`src/rtl/pong_timing_pkg.sv`:
```
// Shared timing constants and types for the Pong video path.
// Horizontal values drive pong_hcounter; vertical ones are for the V chain.
package pong_timing_pkg;

  localparam int H_WIDTH     = 9;
  localparam int H_TOTAL     = 455;
  localparam int HSYNC_START = 32;
  localparam int HSYNC_END   = 64;
  localparam int HBLANK_END  = 80;

  localparam int V_WIDTH     = 9;
  localparam int V_TOTAL     = 262;
  localparam int VSYNC_START = 4;
  localparam int VSYNC_END   = 8;
  localparam int VBLANK_END  = 16;

  typedef logic [H_WIDTH-1:0] hcount_t;
  typedef logic [V_WIDTH-1:0] vcount_t;

  typedef struct packed {
    hcount_t h;
    logic    hreset;
    logic    hblank;
    logic    hsync;
  } hstate_t;

  localparam hstate_t H_RST_STATE = '{
    h:      '0,
    hreset: 1'b0,
    hblank: 1'b1,
    hsync:  1'b0
  };

  // 7430 terminal decode followed by the synchronous clear.
  function automatic hcount_t h_advance(
    input hcount_t h,
    input int      total
  );
    if (h == hcount_t'(total - 1))
      return '0;
    return h + 1'b1;
  endfunction

endpackage

```
`src/rtl/pong_hcounter_if.sv`:
```
// Horizontal timing bundle between the H chain and its consumers.
// master = H counter side, slave = pixel clock source / video logic.
interface pong_hcounter_if;

  logic                     CLK_N;
  pong_timing_pkg::hcount_t H;
  logic                     HRESET;
  logic                     HRESET_N;
  logic                     HBLANK;
  logic                     HSYNC;
  logic                     VCLK_EN;

  modport master (
    input  CLK_N,
    output H,
    output HRESET,
    output HRESET_N,
    output HBLANK,
    output HSYNC,
    output VCLK_EN
  );

  modport slave (
    output CLK_N,
    input  H,
    input  HRESET,
    input  HRESET_N,
    input  HBLANK,
    input  HSYNC,
    input  VCLK_EN
  );

endinterface

```
`src/rtl/pong_fall_edge.sv`:
```
// Falling-edge strobe for a level synchronous to the system clock.
// Stands in for the negative-edge clock input of the 74xx parts.
module pong_fall_edge (
  input  logic clk_i,
  input  logic rst_i,
  input  logic lvl_i,
  output logic fall_o
);

  logic lvl_q;

  always_ff @(posedge clk_i or posedge rst_i) begin
    if (rst_i)
      lvl_q <= 1'b0;
    else
      lvl_q <= lvl_i;
  end

  assign fall_o = lvl_q & ~lvl_i;

endmodule

```
`src/rtl/pong_hcounter.sv`:
```
// Horizontal counter: 7493 pair + SN74107 256H stage, 7430/7474 reset,
// blank SR latch and sync decode, all stepped by the CLK_N fall strobe.
module pong_hcounter
  import pong_timing_pkg::*;
#(
  parameter int H_TOTAL_P     = H_TOTAL,
  parameter int HSYNC_START_P = HSYNC_START,
  parameter int HSYNC_END_P   = HSYNC_END,
  parameter int HBLANK_END_P  = HBLANK_END
) (
  input logic             CLK_DRV,
  input logic             RESET,
  pong_hcounter_if.master hif
);

  logic    pix_en;
  logic    wrap;
  hstate_t st_q;
  hstate_t st_d;
  logic    vclk_en_q;
  logic    vclk_en_d;

  pong_fall_edge u_fall (
    .clk_i  (CLK_DRV),
    .rst_i  (RESET),
    .lvl_i  (hif.CLK_N),
    .fall_o (pix_en)
  );

  assign wrap = (st_q.h == hcount_t'(H_TOTAL_P - 1));

  always_comb begin
    st_d      = st_q;
    vclk_en_d = 1'b0;
    if (pix_en) begin
      st_d.h      = h_advance(st_q.h, H_TOTAL_P);
      st_d.hreset = wrap;
      vclk_en_d   = wrap;
      // Blank latch: set at line start, cleared at end of blank, else hold.
      unique case (1'b1)
        (st_d.h == '0):
          st_d.hblank = 1'b1;
        (st_d.h == hcount_t'(HBLANK_END_P)):
          st_d.hblank = 1'b0;
        default:
          st_d.hblank = st_q.hblank;
      endcase
      st_d.hsync = st_d.hblank
                 & (st_d.h >= hcount_t'(HSYNC_START_P))
                 & (st_d.h <  hcount_t'(HSYNC_END_P));
    end
  end

  always_ff @(posedge CLK_DRV or posedge RESET) begin
    if (RESET) begin
      st_q      <= H_RST_STATE;
      vclk_en_q <= 1'b0;
    end else begin
      st_q      <= st_d;
      vclk_en_q <= vclk_en_d;
    end
  end

  assign hif.H        = st_q.h;
  assign hif.HRESET   = st_q.hreset;
  assign hif.HRESET_N = ~st_q.hreset;
  assign hif.HBLANK   = st_q.hblank;
  assign hif.HSYNC    = st_q.hsync;
  assign hif.VCLK_EN  = vclk_en_q;

endmodule

```
`src/flat_wrapper.sv`:
```
// flat-port wrapper written by rule: the top's interface ports become plain ports
module pong_hcounter_flat import pong_timing_pkg::*;
#(
  parameter int H_TOTAL_P     = H_TOTAL,
  parameter int HSYNC_START_P = HSYNC_START,
  parameter int HSYNC_END_P   = HSYNC_END,
  parameter int HBLANK_END_P  = HBLANK_END
)
  (CLK_DRV, RESET, hif_CLK_N, hif_H, hif_HRESET, hif_HRESET_N, hif_HBLANK, hif_HSYNC, hif_VCLK_EN);
  pong_hcounter_if hif_i ();
  input logic CLK_DRV;
  input logic RESET;
  input wire logic [$bits(hif_i.CLK_N)-1:0] hif_CLK_N;
  output wire logic [$bits(hif_i.H)-1:0] hif_H;
  output wire logic [$bits(hif_i.HRESET)-1:0] hif_HRESET;
  output wire logic [$bits(hif_i.HRESET_N)-1:0] hif_HRESET_N;
  output wire logic [$bits(hif_i.HBLANK)-1:0] hif_HBLANK;
  output wire logic [$bits(hif_i.HSYNC)-1:0] hif_HSYNC;
  output wire logic [$bits(hif_i.VCLK_EN)-1:0] hif_VCLK_EN;
  assign hif_i.CLK_N = hif_CLK_N;
  assign hif_H = hif_i.H;
  assign hif_HRESET = hif_i.HRESET;
  assign hif_HRESET_N = hif_i.HRESET_N;
  assign hif_HBLANK = hif_i.HBLANK;
  assign hif_HSYNC = hif_i.HSYNC;
  assign hif_VCLK_EN = hif_i.VCLK_EN;
  pong_hcounter #(.H_TOTAL_P(H_TOTAL_P), .HSYNC_START_P(HSYNC_START_P), .HSYNC_END_P(HSYNC_END_P), .HBLANK_END_P(HBLANK_END_P)) u_core (.CLK_DRV(CLK_DRV), .RESET(RESET), .hif(hif_i));
endmodule
```
`config.mk`:
```
export PLATFORM = sky130hd
export DESIGN_NAME = pong_hcounter_flat
export DESIGN_NICKNAME = d
export VERILOG_FILES = /design/src/rtl/pong_timing_pkg.sv /design/src/rtl/pong_hcounter_if.sv /design/src/rtl/pong_fall_edge.sv /design/src/rtl/pong_hcounter.sv /design/src/flat_wrapper.sv
export SDC_FILE = /design/constraint.sdc
export NUM_CORES = 1
export LEC_CHECK = 0
export BUFFER_PORTS_ARGS = -buffer_cell sky130_fd_sc_hd__buf_2
export CAP_MARGIN = 0
export CORE_MARGIN = 4
export CORE_UTILIZATION = 38
export DETAILED_ROUTE_END_ITERATION = 7
export PLACE_DENSITY = 0.62
export SLEW_MARGIN = 20
export SYNTH_ARGS = -nofsm -noshare
export SYNTH_HDL_FRONTEND = slang
export SYNTH_SLANG_ARGS = --single-unit
```
`constraint.sdc`:
```
create_clock -name CLK_DRV -period 2.5 [get_ports CLK_DRV]
set_clock_uncertainty 0.05 [all_clocks]
set_input_delay 0.125 -clock CLK_DRV [delete_from_list [all_inputs] [get_ports CLK_DRV]]
set_output_delay 0.125 -clock CLK_DRV [all_outputs]
set_load 0.03 [all_outputs]
```
### Yosys cells after proc, flatten, opt, wreduce, memory -nomap -nowiden

Index checks and enable logic that the tools add are counted.

| cells by class | value |
|---|---|
| add/sub/neg operators | 1 |
| equal/unequal tests | 2 |
| bitwise operators | 5 |
| muxes and demuxes | 8 |
| magnitude comparators | 2 |
| reductions and logical operators | 1 |

Operator list:

| kind | count |
|---|---|
| 9-bit 2-to-1 mux | 3 |
| 9-bit by 1-bit adder with 9-bit output, second input constant | 1 |
| 9-bit by 7-bit equality test with 1-bit output, second input constant | 1 |
| 9-bit equality test, second input constant | 1 |
| 9-bit by 6-bit >= comparator with 1-bit output, second input constant | 1 |
| 9-bit zero test | 1 |
| 9-bit by 7-bit < comparator with 1-bit output, second input constant | 1 |
| 1-bit 2-to-1 mux | 4 |
| 1-bit bitwise AND | 3 |
| 1-bit NOT | 2 |
| 1-bit case mux with 2 select lines | 1 |

| storage, ports and cells | value |
|---|---|
| output and inout bits | 14 |
| register bits after elaboration | 14 |
| logic and storage cells | 25 |
| input port bits | 3 |

### Longest topological paths before layout

Gate-level depths: netlist (run 1).

| depth | value |
|---|---|
| word-level depth | 10 |
| mapped depth | 8 |
| gate-level depth less buffers | 7 |

### Modules after synthesis

A second synthesis (run 1) with hierarchy kept.

| second synthesis, totals | value |
|---|---|
| cells, all modules | 98 |
| area, all modules | 918.4 um^2 |

By module, submodules not included:

| module | area each (um^2) | cells each | instances | seq. area each (um^2) |
|---|---|---|---|---|
| pong_hcounter | 875.8 | 95 | 1 | 326.6 |
| pong_fall_edge | 42.5 | 3 | 1 | 25.0 |

### Least setup slack after synthesis (run 1)

OpenSTA, ideal clock, no wires.

| timing path | value |
|---|---|
| path type | reg2reg |
| start point | reg u_core.st_q, in the netlist u_core.hif.H[1] |
| end point | reg u_core.st_q, in the netlist u_core.hif.HBLANK |
| slack | 0.461 ns |
| clock period less this slack | 2.039 ns |
| library setup time | 0.062 ns |
| cell stages (with the launch flop) | 7 |
| buffers on the path | 0 |
| arrival | 1.927 ns |
| required time | 2.388 ns |
| cells stage by stage | dfrtp_1 -> ha_1 -> nand3_4 -> o31a_1 -> nor4_2 -> a2bb2oi_1 -> o221a_1 |

| between the ends | value |
|---|---|
| longest elaborated chain between the ends | 8 |
| elaborated cells on any way between the ends | 10 |
| those cells by class | add/sub: 1; eq/ne: 2; mux: 6; reduce/logical: 1 |

Ends and longest elaborated chain:

| what | RTL line | source |
|---|---|---|
| start: declaration | pong_hcounter.sv:18 | `hstate_t st_q;` |
| start signal: assignment | pong_hcounter.sv:59 | `st_q <= st_d;` |
| parallel branches: the longest is 3 deep, another holds 9-bit by 1-bit adder with 9-bit output | n/a |  |
| 9-bit 2-to-1 mux (*) | pong_timing_pkg.sv:41 | `return h + 1'b1;` |
| 9-bit 2-to-1 mux (*) | pong_hcounter.sv:35 | `if (pix_en) begin` |
| 9-bit by 7-bit equality test with 1-bit output / 9-bit zero test (equally long branches) | pong_hcounter.sv:43, pong_hcounter.sv:41 |  |
| 1-bit case mux with 2 select lines (*) | pong_hcounter.sv:40 | `unique case (1'b1)` |
| 1-bit 2-to-1 mux (*) | pong_hcounter.sv:35 |  |

Mark *: on every way between the ends. The select of a mux whose other input is x is not followed.
A chain may end at the register's enable or synchronous reset.

### Final worst setup path (run 1)

| timing path | value |
|---|---|
| start point | reg u_core.st_q, in the netlist u_core.hif.H[1] |
| end point | reg u_core.st_q, in the netlist u_core.hif.HSYNC |

| between the ends | value |
|---|---|
| longest elaborated chain between the ends | 10 |
| elaborated cells on any way between the ends | 14 |
| those cells by class | add/sub: 1; order compare: 2; eq/ne: 2; mux: 6; bitwise: 2; reduce/logical: 1 |

Ends and longest elaborated chain:

| what | RTL line | source |
|---|---|---|
| parallel branches: the longest is 3 deep, another holds 9-bit by 1-bit adder with 9-bit output | n/a |  |
| 9-bit 2-to-1 mux (*) | pong_timing_pkg.sv:41 |  |
| 9-bit 2-to-1 mux (*) | pong_hcounter.sv:35 |  |
| 9-bit by 7-bit equality test with 1-bit output / 9-bit zero test (equally long branches) | pong_hcounter.sv:43, pong_hcounter.sv:41 |  |
| 1-bit case mux with 2 select lines | pong_hcounter.sv:40 |  |
| 1-bit 2-to-1 mux | pong_hcounter.sv:35 |  |
| 1-bit bitwise AND | pong_hcounter.sv:49 | `& (st_d.h >= hcount_t'(HSYNC_START_P))` |
| 1-bit bitwise AND (*) | pong_hcounter.sv:50 | `& (st_d.h < hcount_t'(HSYNC_END_P));` |

Marks and branches as above.

==> flow_summary_export.csv, run 1 <==
group,metric,value,unit
outcome,status,"completed",
synth,ys_ff_latch,14,
clock_tree,post_cts.resized_instances,0,
place,pre_cts_slack,527,ps
finish,syn_to_final_growth,13.3,%
timing,max-slew-margin-rel,0.545,
synth,synth.cell_area,941,sq um
clock_tree,clock_sinks,14,
routing,drt_wl_total,2.13,mm
place,port_buffers,16,
synth,postSynth.topFlopCell,"dfrtp_1",
setup_path,cp.arrival,2120,ps
timing,timing.setup.tns,0,ps
clock_tree,holdBufCountCts,2,
setup_path,critical_path_rt,2640,ps
floorplan,fp.dieW,57.8,um
setup_path,crit_fanout,7,
routing,drcViolationCount,0,
synth,yosysWarningCount,0,
worst_hold_path,worst_hold_path_type,"in2async",
place,post-dp-hpwl,1.56,mm
timing,setup_viol,0,
clock_tree,cts.htree.levels,1,
floorplan,initial_core_util,0.413,
global_routing,grt_pass1_wl,3.62,mm
finish,antenna_cells_inserted,0,
timing,final_min_period_over_clock_period,0.792,
synth,asyncSetResetFlopFracSynth,1.00,
synth,syn_avg_cell_area,8.55,sq um
finish,post_route_cells_drive_above_1_share,0.195,
global_routing,number_of_global_route_vias_before_repair,769,
routing,wl_per_cell,14.1,um
routing,detailedRoute.firstPassIterationCount,4,
setup_path,worstSetupStartpointType,"flop",
pwr,power.ir.vdd_worst,0.000475,V
synth,syn-instance-count,110,
synth,ys_types,41,
synth,net_count_after_synthesis,115,
synth,synth_enable_flop_cells,0,
routing,routed_via_density,5.60,
global_routing,grt_antenna_before_repair,0,
synth,synth.yosys.seq_area_share,0.374,
timing,setup_repair_after_global_routing_missed_its_margin,"no",
global_routing,grt-ovfl-total,0,
global_routing,track_usage,0.141,
routing,ant_nets,0,
clock_tree,clkLatencyLatePin,290,ps
setup_path,criticalPathCategory,"reg2reg",
timing,final_critical_path_setup_slack,520,ps
floorplan,io-pin-count,17,
finish,fill_cells,214,
clock_tree,cts_made_buffers,3,
timing,fmaxAchievable,505,MHz
finish,finalNonFillerCells,151,
global_routing,maximum_number_of_pins_on_one_net_before_global_route_repair,15,
clock_tree,path_clk_slew,100,ps
clock_tree,cts_tree,"yes",
timing,period_needed,1980,ps
floorplan,placeableCoreArea,2280,sq um
routing,drt_iter0_drc,18,
floorplan,num_rows,17,
floorplan,die_h,57.8,um
timing,slew_viol_final,0,
pwr,power.density,810,nW/um^2
clock_tree,cts_setup_buffers,0,
place,place_congestion,0.939,
floorplan,dieArea,3340,sq um
place,dp_cells,145,
setup_path,timing.reg2reg.setup_slack,520,ps
clock_tree,ctsLongestPathBuffers,2,
timing,timing_worst_slew_pin_value,681,ps
finish,finalNetCount,129,
run,drv.max_cap_violation_count,0,
timing,final_hold_viol_count,0,
pwr,power_leakage,0.455,nW
setup_path,critical_path.endpoint_type,"flop",
routing,vias,846,
clock_tree,root_buffer,"clkbuf_4",
pwr,totalPowerFinal,0.863,mW
[registers in the layout (all words and copies together), names as in the netlist]
signal               flops
u_core.hif.VCLK_EN       1
u_core.hif.HSYNC         1
u_core.hif.HRESET        1
u_core.hif.H             9
u_core.hif.HBLANK        1
u_core.u_fall.lvl_q      1
[cells in the final DEF (no fill, tap or decap), types with 2 or more instances in the layout]
cell,count
buf_2,16
dfrtp_1,13
nand2_1,11
o21ai_0,9
nor2_1,8
inv_1,5
o21ai_1,5
a21oi_1,4
and2_1,3
xnor2_1,3
nor3_1,3
nand4_1,3
o31ai_1,3
clkbuf_4,3
o31a_1,2
nor4_1,2
nand3_1,2
nand2b_1,2
ha_1,2
dlygate4sd3_1,2
[through the flow]
step	hold WS, ps	utilization	area [sq um]
floorplan	-36.5	-	941
global placement	146	0.444	1010
detailed placement	162	0.444	1010
CTS	392	0.468	1070
global route	407	0.468	1070
finish	363	0.468	1070
[cells in the mapped netlist, drive strengths merged (2+ instances only)]
library cell | instances | area [sq um]
o21ai | 14 | 70.1
dfrtp | 13 | 325
nand2 | 11 | 41.3
nor2 | 8 | 30.0
buf | 5 | 31.3
inv | 5 | 18.8
a21oi | 4 | 20.0
clkbuf | 4 | 15.0
and2 | 3 | 18.8
nand3 | 3 | 27.5
nand4 | 3 | 18.8
nor3 | 3 | 15.0
nor4 | 3 | 25.0
o31ai | 3 | 22.5
xnor2 | 3 | 26.3
ha | 2 | 25.0
nand2b | 2 | 12.5
o31a | 2 | 17.5
[final cells by class]
cell class              count  area (sq um)  share of cell area
repair buffers             18           100              0.0939
flip-flops and latches     14           352               0.330
inverters                   5          18.8              0.0176
multi-input cells          82           524               0.492
well taps                  28          35.0              0.0329
clock buffers               4          36.3              0.0340
[worst max-delay path, stage by stage (launching register included)]
cell	delay, ps
dfrtp_1	460
ha_1	330
nand3_4	130
or2_1	310
o311ai_1	240
nor4_1	80
a32o_1	270
[layer usage]
layer  up-vias  track usage  routed length (um)
met5         -            0                   0
met4         0       0.0397                  20
met3         2       0.0490                 119
met2        21        0.227                1020
met1       394        0.179                 974
li1        429            -                   -
[worst paths after layout]
path / startpoint / endpoint / cells past startpoint
setup / recovery: u_core.hif.H[1] / u_core.hif.HSYNC / 6
hold / removal: RESET / u_core.hif.H[8] / 3
setup reg to reg: u_core.hif.H[1] / u_core.hif.HSYNC / 6
hold reg to reg: u_core.hif.HRESET / u_core.hif.HRESET / 1
max in group asynchronous: RESET / u_core.hif.VCLK_EN / 3
min in group CLK_DRV: hif_CLK_N / u_core.u_fall.lvl_q / 2
[power breakdown]
part | total [mW] | switching (mW) | internal, mW
Sequential | 0.368 | 0.104 | 0.265
Combinational | 0.323 | 0.205 | 0.119
Clock | 0.171 | 0.0826 | 0.0887
Total | 0.863 | 0.391 | 0.472
[cell families (layout without fill, tap and decap cells)]
kind of cell    Yosys count  after routing  synth area share
simple gates             42             42             0.253
xor+xnor                  4              4            0.0372
fa+ha+maj                 2              2            0.0266
flops                    14             14             0.374
buf+inv                  14             27            0.0691
compound gates           33             33             0.230
mux                       1              1            0.0106
(Power assumes the default switching activity.)
==> run 2, diff against run 1 <==
==> constraint.sdc (replaced) <==
create_clock -name CLK_DRV -period 2.1 [get_ports CLK_DRV]
set_clock_uncertainty 0.05 [all_clocks]
set_input_delay 0.105 -clock CLK_DRV [delete_from_list [all_inputs] [get_ports CLK_DRV]]
set_output_delay 0.105 -clock CLK_DRV [all_outputs]
set_load 0.03 [all_outputs]
==> flow_summary_export.csv, run 2 (synthesis gave the netlist of run 1 again) <==
group,metric,value,unit
timing,max-slew-margin-rel,0.623,
timing,timing_worst_slew_pin_value,565,ps
global_routing,grt_pass1_wl,3.51,mm
routing,routed_via_density,5.61,
floorplan,placeableCoreArea,2280,sq um
run,drv.max_cap_violation_count,0,
finish,mostFrequentLayoutCell,"buf_2",
floorplan,die_h,57.8,um
routing,wl_per_cell,14.1,um
global_routing,track_usage,0.136,
pwr,clock_group_share_of_total_power,0.191,
setup_path,critical_path_rt,2270,ps
pwr,power.ir.vdd_worst,0.000556,V
setup_path,criticalPathCategory,"reg2reg",
floorplan,num_rows,17,
clock_tree,cts_setup_buffers,0,
setup_path,worstSetupStartpointType,"flop",
timing,period_needed,1950,ps
clock_tree,cts.htree.levels,1,
finish,post-route-util,0.479,
floorplan,dieArea,3340,sq um
finish,post_route_cells_drive_above_1_share,0.222,
pwr,power.internal,0.576,mW
routing,drt_wl_total,2.18,mm
routing,vias,864,
routing,drt_iter0_drc,21,
finish,syn_to_final_growth,16.0,%
worst_hold_path,worst_hold_path_type,"in2async",
timing,setup_repair_after_global_routing_missed_its_margin,"no",
clock_tree,root_buffer,"clkbuf_4",
finish,finalNonFillerCells,154,
finish,finalNetCount,132,
routing,detailedRoute.firstPassIterationCount,4,
timing,timing.setup.tns,0,ps
timing,fmaxAchievable,512,MHz
setup_path,timing.rr.start,"u_core.hif.H[1]",
finish,fill_cells,216,
global_routing,number_of_global_route_vias_before_repair,721,
place,place_congestion,0.947,
finish,flip_flop_count_of_the_largest_register_all_copies_and_words_added,9,
outcome,status,"completed",
floorplan,io-pin-count,17,
clock_tree,clock_sinks,14,
clock_tree,ctsLongestPathBuffers,2,
pwr,power_switching,0.468,mW
setup_path,critical_path.endpoint_type,"flop",
setup_path,crit_fanout,7,
setup_path,crit_path_start,"u_core.hif.H[1]",
clock_tree,clkLatencyLatePin,290,ps
clock_tree,cts_tree,"yes",
pwr,power.density,957,nW/um^2
global_routing,grt_antenna_before_repair,0,
place,dp_cells,148,
clock_tree,path_clk_slew,100,ps
global_routing,grt-ovfl-total,0,
pwr,power_leakage,0.469,nW
place,post-dp-hpwl,1.60,mm
timing,final_hold_viol_count,0,
routing,drcViolationCount,0,
clock_tree,cts_made_buffers,3,
place,port_buffers,16,
pwr,pwr-share-comb,0.398,
global_routing,maximum_number_of_pins_on_one_net_before_global_route_repair,15,
pwr,p_seq_frac,0.411,
pwr,net_switching_share_of_the_total_power,0.448,
timing,final_min_period_over_clock_period,0.930,
floorplan,initial_core_util,0.413,
timing,slew_viol_final,0,
routing,ant_nets,0,
timing,setup_viol,0,
setup_path,cp.arrival,2130,ps
finish,antenna_cells_inserted,0,
floorplan,fp.dieW,57.8,um
finish,layout.cells.most_common_list,"buf_2 (16), dfrtp_1 (13), nand2_1 (11)",
-- run 2: cell count changes in the layout (fill, tap and decap cells not counted) --
| cell | delta |
|---|---|
| buf_4 | +3 |
| ha_1 | -1 |
| ha_2 | +1 |
-- run 2: path summary, 6_finish.rpt --
path,to,slack [ps],cells after the start
worst max register to register,u_core.hif.HBLANK,150,6
worst max-delay path,u_core.hif.HBLANK,150,6
max in group asynchronous,u_core.hif.HBLANK,1270,3
worst min register to register,u_core.hif.HRESET,460,1
worst min-delay path,u_core.hif.H[6],350,3
min in group CLK_DRV,u_core.u_fall.lvl_q,430,2
-- run 2: critical path, stage by stage (launching register included) --
cell	delay, ps
dfrtp_1	460
ha_2	300
nand3_4	110
o31a_1	330
nor4_2	260
a2bb2oi_1	190
o221a_1	190
-- run 2: cell type report --
cell class,count,area (sq um),area share
Timing Repair Buffer,21,123,0.112
Multi-Input combinational cell,82,527,0.483
Clock buffer,4,36.3,0.0333
Inverter,5,18.8,0.0172
Tap cell,28,35.0,0.0321
Sequential cell,14,352,0.322
-- run 2: what timing repair did --
item                                    4_1_cts  5_1_grt
resized for setup                             0        1
endpoints found under the setup margin        0        2
hold buffers                                  2        0
hold endpoints to repair                     14        0
-- run 2: metal layers --
layer	GRT usage	vias to the layer above	part of all wire
li1	-	429	-
met1	0.192	415	0.49
met2	0.203	16	0.46
met3	0.0200	4	0.034
met4	0.0596	0	0.014
met5	0	-	0
-- run 2: power by group through the flow --
stage                     clock, mW  combinational (mW)  sequential (mW)
after floorplan                   0               0.286            0.455
after global placement            0               0.411            0.431
after detailed placement          0               0.414            0.433
after CTS                     0.206               0.418            0.429
after global routing          0.221               0.460            0.444
final                         0.199               0.416            0.430
-- run 2: stage by stage --
step	hold WS [ps]	instance area (sq um)	worst slack, ps	power, mW
after floorplan	-56.5	941	60.7	0.740
after global routing	410	1090	1.00	1.13
after CTS	382	1090	80.7	1.05
after detailed placement	148	1030	104	0.847
after global placement	126	1030	205	0.842
final	348	1090	147	1.04
